===== config.mk =====
export PLATFORM = sky130hd
export DESIGN_NAME = pool_stream_engine_flat
export DESIGN_NICKNAME = d
export VERILOG_FILES = /design/src/rtl/pool_stream_engine_if.sv /design/src/rtl/pool_stream_engine.sv /design/src/flat_wrapper.sv
export SDC_FILE = /design/constraint.sdc
export NUM_CORES = 1
export LEC_CHECK = 0
export CAP_MARGIN = 25
export CORE_AREA = 2 2 162 164
export DETAILED_ROUTE_END_ITERATION = 10
export DIE_AREA = 0 0 164 166
export PLACE_DENSITY = 0.63
export SYNTH_ARGS = -nofsm -noshare
export SYNTH_HDL_FRONTEND = slang
export SYNTH_SLANG_ARGS = --single-unit

===== constraint.sdc =====
create_clock -name clock -period 4.75 [get_ports clock]
set_input_delay 1.425 -clock clock [delete_from_list [all_inputs] [get_ports clock]]
set_output_delay 1.425 -clock clock [all_outputs]
set_load 0.02 [all_outputs]

===== src/rtl/pool_stream_engine_if.sv =====
// Control, activation-read and packed-output stream signals of pool_stream_engine.
// The master modport is the engine side; slave is the surrounding datapath/SRAM side.
interface pool_stream_engine_if #(
    parameter int unsigned IN_W  = 16,
    parameter int unsigned OUT_W = 8,
    parameter int unsigned IN_H  = 16,
    parameter int unsigned IN_WD = 16,
    parameter int unsigned LANES = 4
);
    localparam int unsigned RW = $clog2(IN_H);
    localparam int unsigned CW = $clog2(IN_WD);

    logic                     start;
    logic [1:0]               pool_type;
    logic [2:0]               pool_stride;
    logic [2:0]               pool_kernel;
    logic                     busy;
    logic                     done;
    logic                     cfg_err;
    logic                     act_rd_en;
    logic [RW-1:0]            act_rd_row;
    logic [CW-1:0]            act_rd_col;
    logic [IN_W-1:0]          act_rd_data;
    logic                     out_valid;
    logic                     out_ready;
    logic [LANES*OUT_W-1:0]   out_data;
    logic [RW-1:0]            out_row;
    logic [CW-1:0]            out_col;

    modport master (
        input  start, pool_type, pool_stride, pool_kernel, act_rd_data, out_ready,
        output busy, done, cfg_err, act_rd_en, act_rd_row, act_rd_col,
        output out_valid, out_data, out_row, out_col
    );

    modport slave (
        output start, pool_type, pool_stride, pool_kernel, act_rd_data, out_ready,
        input  busy, done, cfg_err, act_rd_en, act_rd_row, act_rd_col,
        input  out_valid, out_data, out_row, out_col
    );
endinterface


===== src/rtl/pool_stream_engine.sv =====
// Walks a stored activation frame through a 1-cycle read port, applies NONE/MAX/AVG pooling,
// saturates and packs LANES results per word, and streams words out on valid/ready.
module pool_stream_engine #(
    parameter int unsigned IN_W  = 16,
    parameter int unsigned OUT_W = 8,
    parameter int unsigned IN_H  = 16,
    parameter int unsigned IN_WD = 16,
    parameter int unsigned LANES = 4,
    parameter int unsigned MAX_K = 4
) (
    input  logic                 clock,
    input  logic                 reset,
    pool_stream_engine_if.master io_bus
);
    localparam int unsigned RW = $clog2(IN_H);
    localparam int unsigned CW = $clog2(IN_WD);
    localparam int unsigned LW = (LANES > 1) ? $clog2(LANES) : 1;
    localparam int unsigned SW = IN_W + 4;
    localparam int unsigned DW = LANES * OUT_W;
    localparam logic [SW-1:0] SAT = {{(SW-OUT_W){1'b0}}, {OUT_W{1'b1}}};
    localparam logic [1:0] T_NONE = 2'd0;
    localparam logic [1:0] T_MAX  = 2'd1;
    localparam logic [1:0] T_AVG  = 2'd2;
    localparam logic [1:0] T_BAD  = 2'd3;

    typedef enum logic [2:0] {StIdle, StAccum, StPack, StEmit, StDone} state_t;

    state_t          r_state;
    logic [2:0]      r_k, r_s, r_kr, r_kc;
    logic [1:0]      r_type;
    logic [RW-1:0]   r_r, r_rd_row, r_out_row;
    logic [CW-1:0]   r_c, r_word_col, r_rd_col, r_out_col;
    logic [LW-1:0]   r_lane;
    logic [5:0]      r_idx;
    logic            r_pend, r_busy, r_done, r_cfg_err, r_rd_en, r_out_valid;
    logic [SW-1:0]   r_acc;
    logic [DW-1:0]   r_word, r_out_data;

    logic [2:0]      w_k_eff, w_s_eff, w_nkr, w_nkc, w_shift;
    logic            w_cfg_bad, w_last_read, w_last_col, w_last_row, w_pack_emit, w_go_next;
    logic [5:0]      w_kk;
    logic [RW-1:0]   w_adv_r;
    logic [CW-1:0]   w_adv_c;
    logic [31:0]     w_acc_row, w_acc_col, w_win_row, w_win_col;
    logic [SW-1:0]   w_din, w_res;
    logic [OUT_W-1:0] w_lane_val;
    logic [DW-1:0]   w_word_next;

    function automatic logic [31:0] f_coord(input logic [31:0] pos, input logic [2:0] s,
                                            input logic [2:0] k);
        return pos * {29'd0, s} + {29'd0, k};
    endfunction

    always_comb begin
        w_k_eff = (io_bus.pool_type == T_NONE) ? 3'd1 : io_bus.pool_kernel;
        w_s_eff = (io_bus.pool_type == T_NONE) ? 3'd1 : io_bus.pool_stride;
        w_cfg_bad = (io_bus.pool_type == T_BAD) || (w_s_eff == 3'd0) || (w_k_eff == 3'd0) ||
                    (32'(w_k_eff) > MAX_K) || (32'(w_k_eff) > IN_H) || (32'(w_k_eff) > IN_WD) ||
                    ((io_bus.pool_type == T_AVG) && (w_k_eff == 3'd3));
        w_kk        = {3'd0, r_k} * {3'd0, r_k};
        w_last_read = (r_idx == w_kk - 6'd1);
        w_nkc       = (r_kc == r_k - 3'd1) ? 3'd0 : r_kc + 3'd1;
        w_nkr       = (r_kc == r_k - 3'd1) ? r_kr + 3'd1 : r_kr;
        // A window is the last in its row/column when the next one would not fit.
        w_last_col  = f_coord(32'(r_c) + 32'd1, r_s, r_k) > IN_WD;
        w_last_row  = f_coord(32'(r_r) + 32'd1, r_s, r_k) > IN_H;
        w_adv_r     = w_last_col ? r_r + 1'b1 : r_r;
        w_adv_c     = w_last_col ? '0 : r_c + 1'b1;
        w_acc_row   = f_coord(32'(r_r), r_s, w_nkr);
        w_acc_col   = f_coord(32'(r_c), r_s, w_nkc);
        w_win_row   = f_coord(32'(w_adv_r), r_s, 3'd0);
        w_win_col   = f_coord(32'(w_adv_c), r_s, 3'd0);
        w_din       = {4'd0, io_bus.act_rd_data};
        case (r_k)
            3'd2:    w_shift = 3'd2;
            3'd3:    w_shift = 3'd3;
            3'd4:    w_shift = 3'd4;
            3'd5:    w_shift = 3'd4;
            3'd6:    w_shift = 3'd5;
            3'd7:    w_shift = 3'd5;
            default: w_shift = 3'd0;
        endcase
        w_res       = (r_type == T_AVG) ? (r_acc >> w_shift) : r_acc;
        w_lane_val  = (w_res > SAT) ? {OUT_W{1'b1}} : w_res[OUT_W-1:0];
        w_word_next = r_word;
        w_word_next[r_lane*OUT_W +: OUT_W] = w_lane_val;
        w_pack_emit = (r_lane == LW'(LANES - 1)) || w_last_col;
        w_go_next   = ((r_state == StPack) && !w_pack_emit) ||
                      ((r_state == StEmit) && io_bus.out_ready && !(w_last_row && w_last_col));
    end

    always_ff @(posedge clock) begin
        if (reset) begin
            r_state <= StIdle;
            r_k <= '0; r_s <= '0; r_kr <= '0; r_kc <= '0; r_type <= '0;
            r_r <= '0; r_c <= '0; r_word_col <= '0; r_lane <= '0; r_idx <= '0;
            r_pend <= 1'b0; r_acc <= '0; r_word <= '0;
            r_busy <= 1'b0; r_done <= 1'b0; r_cfg_err <= 1'b0; r_rd_en <= 1'b0;
            r_rd_row <= '0; r_rd_col <= '0;
            r_out_valid <= 1'b0; r_out_data <= '0; r_out_row <= '0; r_out_col <= '0;
        end else begin
            r_done    <= 1'b0;
            r_cfg_err <= 1'b0;
            case (r_state)
                StIdle: begin
                    if (io_bus.start) begin
                        if (w_cfg_bad) begin
                            r_cfg_err <= 1'b1;
                        end else begin
                            r_k <= w_k_eff; r_s <= w_s_eff; r_type <= io_bus.pool_type;
                            r_r <= '0; r_c <= '0; r_lane <= '0; r_word <= '0;
                            r_kr <= '0; r_kc <= '0; r_idx <= '0; r_acc <= '0; r_pend <= 1'b0;
                            r_rd_en <= 1'b1; r_rd_row <= '0; r_rd_col <= '0;
                            r_busy <= 1'b1;
                            r_state <= StAccum;
                        end
                    end
                end
                StAccum: begin
                    // Data for the read issued last cycle arrives now.
                    r_pend <= r_rd_en;
                    if (r_pend) begin
                        if (r_type == T_MAX) begin
                            if (w_din > r_acc) r_acc <= w_din;
                        end else begin
                            r_acc <= r_acc + w_din;
                        end
                    end
                    if (r_rd_en) begin
                        if (w_last_read) begin
                            r_rd_en <= 1'b0;
                        end else begin
                            r_kr <= w_nkr; r_kc <= w_nkc; r_idx <= r_idx + 6'd1;
                            r_rd_row <= w_acc_row[RW-1:0];
                            r_rd_col <= w_acc_col[CW-1:0];
                        end
                    end
                    if (r_pend && !r_rd_en) r_state <= StPack;
                end
                StPack: begin
                    r_word <= w_word_next;
                    if (r_lane == '0) r_word_col <= r_c;
                    if (w_pack_emit) begin
                        r_word      <= '0;
                        r_out_valid <= 1'b1;
                        r_out_data  <= w_word_next;
                        r_out_row   <= r_r;
                        r_out_col   <= (r_lane == '0) ? r_c : r_word_col;
                        r_state     <= StEmit;
                    end else begin
                        r_lane <= r_lane + 1'b1;
                    end
                end
                StEmit: begin
                    if (io_bus.out_ready) begin
                        r_out_valid <= 1'b0;
                        r_lane      <= '0;
                        if (w_last_row && w_last_col) begin
                            r_done  <= 1'b1;
                            r_busy  <= 1'b0;
                            r_state <= StDone;
                        end
                    end
                end
                StDone:  r_state <= StIdle;
                default: r_state <= StIdle;
            endcase
            if (w_go_next) begin
                r_r <= w_adv_r; r_c <= w_adv_c;
                r_kr <= '0; r_kc <= '0; r_idx <= '0; r_acc <= '0; r_pend <= 1'b0;
                r_rd_en  <= 1'b1;
                r_rd_row <= w_win_row[RW-1:0];
                r_rd_col <= w_win_col[CW-1:0];
                r_state  <= StAccum;
            end
        end
    end

    assign io_bus.busy       = r_busy;
    assign io_bus.done       = r_done;
    assign io_bus.cfg_err    = r_cfg_err;
    assign io_bus.act_rd_en  = r_rd_en;
    assign io_bus.act_rd_row = r_rd_row;
    assign io_bus.act_rd_col = r_rd_col;
    assign io_bus.out_valid  = r_out_valid;
    assign io_bus.out_data   = r_out_data;
    assign io_bus.out_row    = r_out_row;
    assign io_bus.out_col    = r_out_col;
endmodule


===== src/flat_wrapper.sv =====
// flat-port wrapper written by rule: the top's interface ports become plain ports
module pool_stream_engine_flat 
#(
    parameter int unsigned IN_W  = 16,
    parameter int unsigned OUT_W = 8,
    parameter int unsigned IN_H  = 16,
    parameter int unsigned IN_WD = 16,
    parameter int unsigned LANES = 4,
    parameter int unsigned MAX_K = 4
)
  (clock, reset, io_bus_start, io_bus_pool_type, io_bus_pool_stride, io_bus_pool_kernel, io_bus_act_rd_data, io_bus_out_ready, io_bus_busy, io_bus_done, io_bus_cfg_err, io_bus_act_rd_en, io_bus_act_rd_row, io_bus_act_rd_col, io_bus_out_valid, io_bus_out_data, io_bus_out_row, io_bus_out_col);
  pool_stream_engine_if #(.IN_W(IN_W), .OUT_W(OUT_W), .IN_H(IN_H), .IN_WD(IN_WD), .LANES(LANES)) io_bus_i ();
  input  logic clock;
  input  logic reset;
  input wire logic [$bits(io_bus_i.start)-1:0] io_bus_start;
  input wire logic [$bits(io_bus_i.pool_type)-1:0] io_bus_pool_type;
  input wire logic [$bits(io_bus_i.pool_stride)-1:0] io_bus_pool_stride;
  input wire logic [$bits(io_bus_i.pool_kernel)-1:0] io_bus_pool_kernel;
  input wire logic [$bits(io_bus_i.act_rd_data)-1:0] io_bus_act_rd_data;
  input wire logic [$bits(io_bus_i.out_ready)-1:0] io_bus_out_ready;
  output wire logic [$bits(io_bus_i.busy)-1:0] io_bus_busy;
  output wire logic [$bits(io_bus_i.done)-1:0] io_bus_done;
  output wire logic [$bits(io_bus_i.cfg_err)-1:0] io_bus_cfg_err;
  output wire logic [$bits(io_bus_i.act_rd_en)-1:0] io_bus_act_rd_en;
  output wire logic [$bits(io_bus_i.act_rd_row)-1:0] io_bus_act_rd_row;
  output wire logic [$bits(io_bus_i.act_rd_col)-1:0] io_bus_act_rd_col;
  output wire logic [$bits(io_bus_i.out_valid)-1:0] io_bus_out_valid;
  output wire logic [$bits(io_bus_i.out_data)-1:0] io_bus_out_data;
  output wire logic [$bits(io_bus_i.out_row)-1:0] io_bus_out_row;
  output wire logic [$bits(io_bus_i.out_col)-1:0] io_bus_out_col;
  assign io_bus_i.start = io_bus_start;
  assign io_bus_i.pool_type = io_bus_pool_type;
  assign io_bus_i.pool_stride = io_bus_pool_stride;
  assign io_bus_i.pool_kernel = io_bus_pool_kernel;
  assign io_bus_i.act_rd_data = io_bus_act_rd_data;
  assign io_bus_i.out_ready = io_bus_out_ready;
  assign io_bus_busy = io_bus_i.busy;
  assign io_bus_done = io_bus_i.done;
  assign io_bus_cfg_err = io_bus_i.cfg_err;
  assign io_bus_act_rd_en = io_bus_i.act_rd_en;
  assign io_bus_act_rd_row = io_bus_i.act_rd_row;
  assign io_bus_act_rd_col = io_bus_i.act_rd_col;
  assign io_bus_out_valid = io_bus_i.out_valid;
  assign io_bus_out_data = io_bus_i.out_data;
  assign io_bus_out_row = io_bus_i.out_row;
  assign io_bus_out_col = io_bus_i.out_col;
  pool_stream_engine #(.IN_W(IN_W), .OUT_W(OUT_W), .IN_H(IN_H), .IN_WD(IN_WD), .LANES(LANES), .MAX_K(MAX_K)) u_core (.clock(clock), .reset(reset), .io_bus(io_bus_i));
endmodule

# Word level (Yosys, flattened, before mapping)
# Cells that the tools add are included.
# word_totals
reg_bits	143
in_bits	28
out_inout_bits	53
word_cells	222
# op_classes
add_sub_neg	16
n_mul	7
magnitude_cmp	5
n_eq_ne	37
n_shift	3
n_mux	77
bitwise_logic	5
reduce_logical	47
# ops
cell	n
20-bit two-way mux	6
32-bit two-way mux	3
32-bit by 3-bit adder with 32-bit output	2
32-bit by 5-bit greater-than comparator with 1-bit output (second input constant)	2
32-bit by 3-bit multiplier with 32-bit output	2
32-bit one-hot mux with 2 select lines	1
4-bit two-way mux	14
3-bit two-way mux	16
20-bit one-hot mux with 2 select lines	1
5-bit negation with 34-bit output	1
8-bit by 34-bit variable shift with 32-bit output (first input constant)	1
8-bit by 34-bit indexed part select with 32-bit output	1
32-bit bitwise mux	1
5-bit AND reduction	5
6-bit two-way mux	4
3-bit one-hot mux with 4 select lines	2
20-bit by 16-bit adder with 20-bit output	1
16-bit by 20-bit greater-than comparator with 1-bit output	1
20-bit by 8-bit greater-than comparator with 1-bit output (second input constant)	1
20-bit by 3-bit >> shifter with 20-bit output	1
3-bit AND reduction	6
4-bit by 3-bit multiplier with 4-bit output	4
4-bit one-hot mux with 2 select lines	2
3-bit by 2-bit equality test with 1-bit output (second input constant)	5
other kinds (40)	114

# Logic depth before layout (Yosys ltp)
# logic_depth
depth_word	11
depth_mapped	20

# Least setup slack after synthesis
# OpenSTA, ideal clock, no wires.
# synth_timing
kind	register to register
startpoint	reg u_core.r_c[1]
endpoint	reg u_core.r_rd_row[3], in the netlist u_core.io_bus.act_rd_row[3]
arrival_time_ns	5.032
t_required_ns	4.625
setup_slack_ns	-0.407
path_stages_with_launch	21
n_path_buf	1
synth_period_minus_slack_ns	5.157
cell_sequence	dfxtp_1 -> ha_1 -> xor2_1 -> nand2_1 -> fa_1 -> inv_1 -> fa_1 -> fa_1 -> xnor2_1 -> and2_1 -> o211ai_1 -> or2_2 -> clkbuf_1 -> mux2i_1 -> nor2b_1 -> fa_1 -> ha_1 -> xnor2_1 -> xnor2_1 -> xnor3_1 -> o2bb2ai_1
# synth_via
elab_chain_cells	10
# synth_lines
item	line	rtl
start: declaration	pool_stream_engine.sv:32	logic [CW-1:0] r_c, r_word_col, r_rd_col, r_out_col;
start signal: assignment	pool_stream_engine.sv:169	r_r <= w_adv_r; r_c <= w_adv_c;
4-bit by 1-bit adder with 5-bit output *	pool_stream_engine.sv:65	w_last_col = f_coord(32'(r_c) + 32'd1, r_s, r_k) > IN_WD;
32-bit by 3-bit multiplier with 32-bit output *	pool_stream_engine.sv:51	return pos * {29'd0, s} + {29'd0, k};
32-bit by 3-bit adder with 32-bit output *	pool_stream_engine.sv:51	
32-bit by 5-bit greater-than comparator with 1-bit output *	pool_stream_engine.sv:65	
branches (longest 6 deep; another with 4-bit by 3-bit multiplier with 4-bit output)	--	
end signal: assignment	pool_stream_engine.sv:134	r_rd_row <= w_acc_row[RW-1:0];
end signal: assignment	pool_stream_engine.sv:172	r_rd_row <= w_win_row[RW-1:0];
end: declaration	pool_stream_engine.sv:31	logic [RW-1:0] r_r, r_rd_row, r_out_row;
# Every way passes the cells marked *.
# A chain may end at the register's enable or synchronous reset.

# Worst setup path after layout
# layout_timing
startpoint	reg u_core.r_c[0]
endpoint	reg u_core.r_rd_row[3], in the netlist u_core.io_bus.act_rd_row[3]
# The elaborated chain is that of the path after synthesis.

==> flow_summary.json <==
{
  "worstSetupPathType": "flip-flop to flip-flop",
  "crit_slowest_cell": "fa_2",
  "path_clk_slew_ps": 60,
  "cts_sinks": 143,
  "die-area_sq_um": 27220,
  "place_ws_ps": -248.1,
  "gr-usage-met2": 0.3363,
  "setup_viol": 1,
  "drt_first_pass_iters": 7,
  "drtIter0Drc": 549,
  "crit_arrival_ps": 5180,
  "drive_above_1_share": 0.1044,
  "syn2layout_area_growth_pct": 21.61,
  "insertion_delay_ps": 430,
  "clock_path_buffers": 2,
  "worstHoldPathCells": 2,
  "clock_skew_ps": 12.14,
  "synth_nets": 1342,
  "gr-usage-met1": 0.2695,
  "vias_per_cell": 5.451,
  "drc": 0,
  "ys_ff_latch": 143,
  "status": "finished with violations",
  "grt_max_degree": 67,
  "ys.flop_type": "dfxtp_1",
  "timing.rr.end": "u_core.io_bus.act_rd_row[3]",
  "tightest_slew_ps": 1054,
  "hold_viol": 0,
  "wl_per_cell_um": 16.37,
  "track_usage": 0.2016,
  "violations": "setup timing",
  "min_period_ps": 4887,
  "grt.busiest_layer": "met2",
  "final_common_cell": "dfxtp_1",
  "holdPathEnd": "u_core.r_word[0]",
  "yosysWarnings": 0,
  "dp_hpwl_um": 19480,
  "path_delay_family": "adder cells",
  "cp_max_fo": 4,
  "irDropWorstVdd_mv": 0.1684,
  "wl_um": 26960,
  "root_buffer": "clkbuf_16",
  "max_stage_delay_ps": 550,
  "globalRouteOverflowTotal": 0,
  "vias": 8978,
  "dieHeight_um": 166,
  "synth_cell_types": 67,
  "final-max-slew-violation-count": 0,
  "cts_htree_levels": 4,
  "synth_cells": 1206,
  "final_antenna_net_count": 0,
  "fin_nets": 1435,
  "num_io_pins": 81,
  "fmax_ghz": 0.2046,
  "path_buf_inv": 1,
  "synth_area_sq_um": 9998,
  "reg2reg_from": "u_core.r_c[0]",
  "power_mw": 3.279,
  "final_cell_mix": "dfxtp_1, nor2_1, a21oi_1, nand2_1, ha_1",
  "tns_ps": -136.6,
  "start_util": 0.3903,
  "required_ps": 5040,
  "ff2ff_setup_slack_ps": -140,
  "setup_slack_ps": -136.6,
  "path_cells": "ha_4, xor2_2, nand2_2, fa_1, inv_1, fa_1, fa_2, nor3_2, and2_1, o211ai_1, or2_4, mux2i_1, nor2b_1, fa_1, ha_1, xnor2_1, xnor2_1, xnor3_1, o2bb2ai_1",
  "period_share": 1.029,
  "synth_area_per_cell_sq_um": 8.290,
  "io_buffers": 80,
  "die_w_um": 164,
  "worst_path_most_repeated_cell": "fa_1",
  "fill_cells": 2451,
  "hold_path_class": "flip-flop to flip-flop",
  "row_count": 59,
  "powerDensity_nw_per_um2": 269.7,
  "grt_pass1_vias": 8636,
  "maxCapViolCount": 0,
  "fin_area_sq_um": 12160,
  "endpoint_kind": "flip-flop",
  "core_sq_um": 25620,
  "n_antenna_cell": 0,
  "grt_pass1_wl_um": 44400,
  "antenna_found_initial": 0,
  "grt_use_met3": 0.03022,
  "leakagePower_nw": 4.766,
  "hp-start": "u_core.r_word[0]",
  "ys_seq_area_frac": 0.2863,
  "async_flop_share": 0,
  "place_congestion": 0.8459,
  "relSlewSlack": 0.2920,
  "reg2reg_depth": 19,
  "cts_buffers": 17,
  "rsz0062_at_grt": "true",
  "critPathLaunchType": "flip-flop",
  "cts_tree": "built",
  "synth_edf_count": 0,
  "post_dp_cell_area_sq_um": 11480
}
-- cell usage after synthesis, drive strengths merged, types with 3 or more instances --
cell type  instances  area, sq um
a2111oi            4        42.54
nand2             94        352.8
xnor2             32        280.3
a31oi              9        56.30
and3              10        62.56
a31o               3        26.28
a22o              15        131.4
inv               53        198.9
a21oi            107        535.5
a211oi            35        262.8
dfxtp            143         2863
nor4               8        50.05
a311oi             5        61.31
a21o              11        82.58
a21boi             3        22.52
o21ai             26        130.1
o31ai              3        22.52
o211ai             8        60.06
xor2              15        131.4
nand3             27        135.1
nor2b             39        244.0
or3                8        50.05
buf               17        80.08
mux2i             40        400.4
and2              34        212.7
a22oi             25        192.7
o2111ai           14        122.6
nor3              23        120.1
o21bai             6        45.04
nor2             132        495.5
nand2b            36        225.2
mux4               8        180.2
clkbuf            53        198.9
or4                3        22.52
o32ai              3        26.28
o21a               5        37.54
fa                19        380.4
nand3b             4        30.03
ha                89         1114
or2                5        31.28
nand4              7        43.79
-- registers in the layout, summed over array words and instances (netlist names), 2 cells and up --
register	flops
u_core.io_bus.act_rd_col	4
u_core.r_lane	2
u_core.r_acc	20
u_core.r_r	4
u_core.io_bus.out_data	32
u_core.r_type	2
u_core.r_kr	3
u_core.r_word	32
u_core.io_bus.out_row	4
u_core.r_k	3
u_core.r_idx	6
u_core.r_s	3
u_core.r_c	4
u_core.io_bus.out_col	4
u_core.io_bus.act_rd_row	4
u_core.r_word_col	4
u_core.r_kc	3
u_core.r_state	3
-- area by class of cell --
type                       instances  area, sq um  share of cell area
clock buffer                      19        442.9             0.03643
multi-input combinational        940         6758              0.5558
clock inverter                    13        152.6             0.01255
timing repair buffer             144         1318              0.1084
sequential                       143         2870              0.2361
tap                              335        419.2             0.03447
inverter                          53        198.9             0.01636
-- how the worst max path moves through the flow --
stage	startpoint	to	slack (ps)	depth (start not counted)
floorplan	u_core.r_c[1]	u_core.io_bus.act_rd_row[3]	-5	20
global placement	u_core.r_c[0]	u_core.io_bus.act_rd_row[3]	-50	19
detailed placement	u_core.r_c[0]	u_core.io_bus.act_rd_row[3]	-250	19
CTS	u_core.r_c[0]	u_core.io_bus.act_rd_row[3]	-130	19
global route	u_core.r_c[0]	u_core.io_bus.act_rd_row[3]	-310	19
finish	u_core.r_c[0]	u_core.io_bus.act_rd_row[3]	-140	19
-- stage by stage --
stage / std cells / util / hold WS [ps]
6_report: 1647 / 0.4747 / 451.2
5_1_grt: 1647 / 0.4747 / 468.3
4_1_cts: 1645 / 0.4728 / 447.2
3_5_place_dp: 1612 / 0.4482 / 441.9
3_3_place_gp: 1611 / 0.4481 / 433.0
2_1_floorplan: 1206 / - / 427.3
-- repair_timing --
action,4_1_cts,5_1_grt
endpoints found under the setup margin,2,7
pin swaps,3,6
resized for setup,6,9
hold buffers,0,0
buffers inserted,1,2
-- where the power goes --
| part | switching, mW | total (mW) | internal [mW] |
|---|---|---|---|
| clock network | 0.568 | 1.37 | 0.798 |
| logic | 0.399 | 0.655 | 0.256 |
| registers | 0.0331 | 1.26 | 1.22 |
| total | 1.00 | 3.28 | 2.28 |
-- cell families after synthesis --
logic type                 count (synthesis)  synth area share
xor gates and xnor gates                  48           0.04342
DFF                                      143            0.2863
and+or+nand+nor                          440            0.2164
adders and majority gates                108            0.1494
buffers and inverters                    123           0.04780
muxes                                     49           0.05919
AOI/OAI and AO/OA                        295            0.1975
-- per-layer routing --
metal / wire [um] / vias up / part of all wire
li1: - / 4461 / -
met3: 1165 / 30 / 0.043
met4: 478 / 0 / 0.018
met2: 13100 / 219 / 0.49
met5: 0 / - / 0
met1: 12220 / 4268 / 0.45
-- worst min-delay path, cell delays in order (launching register included) --
cell	delay (ps)
dfxtp_1	300
nand2_1	50
a21oi_1	50
Power figures use the tool's default switching activity.
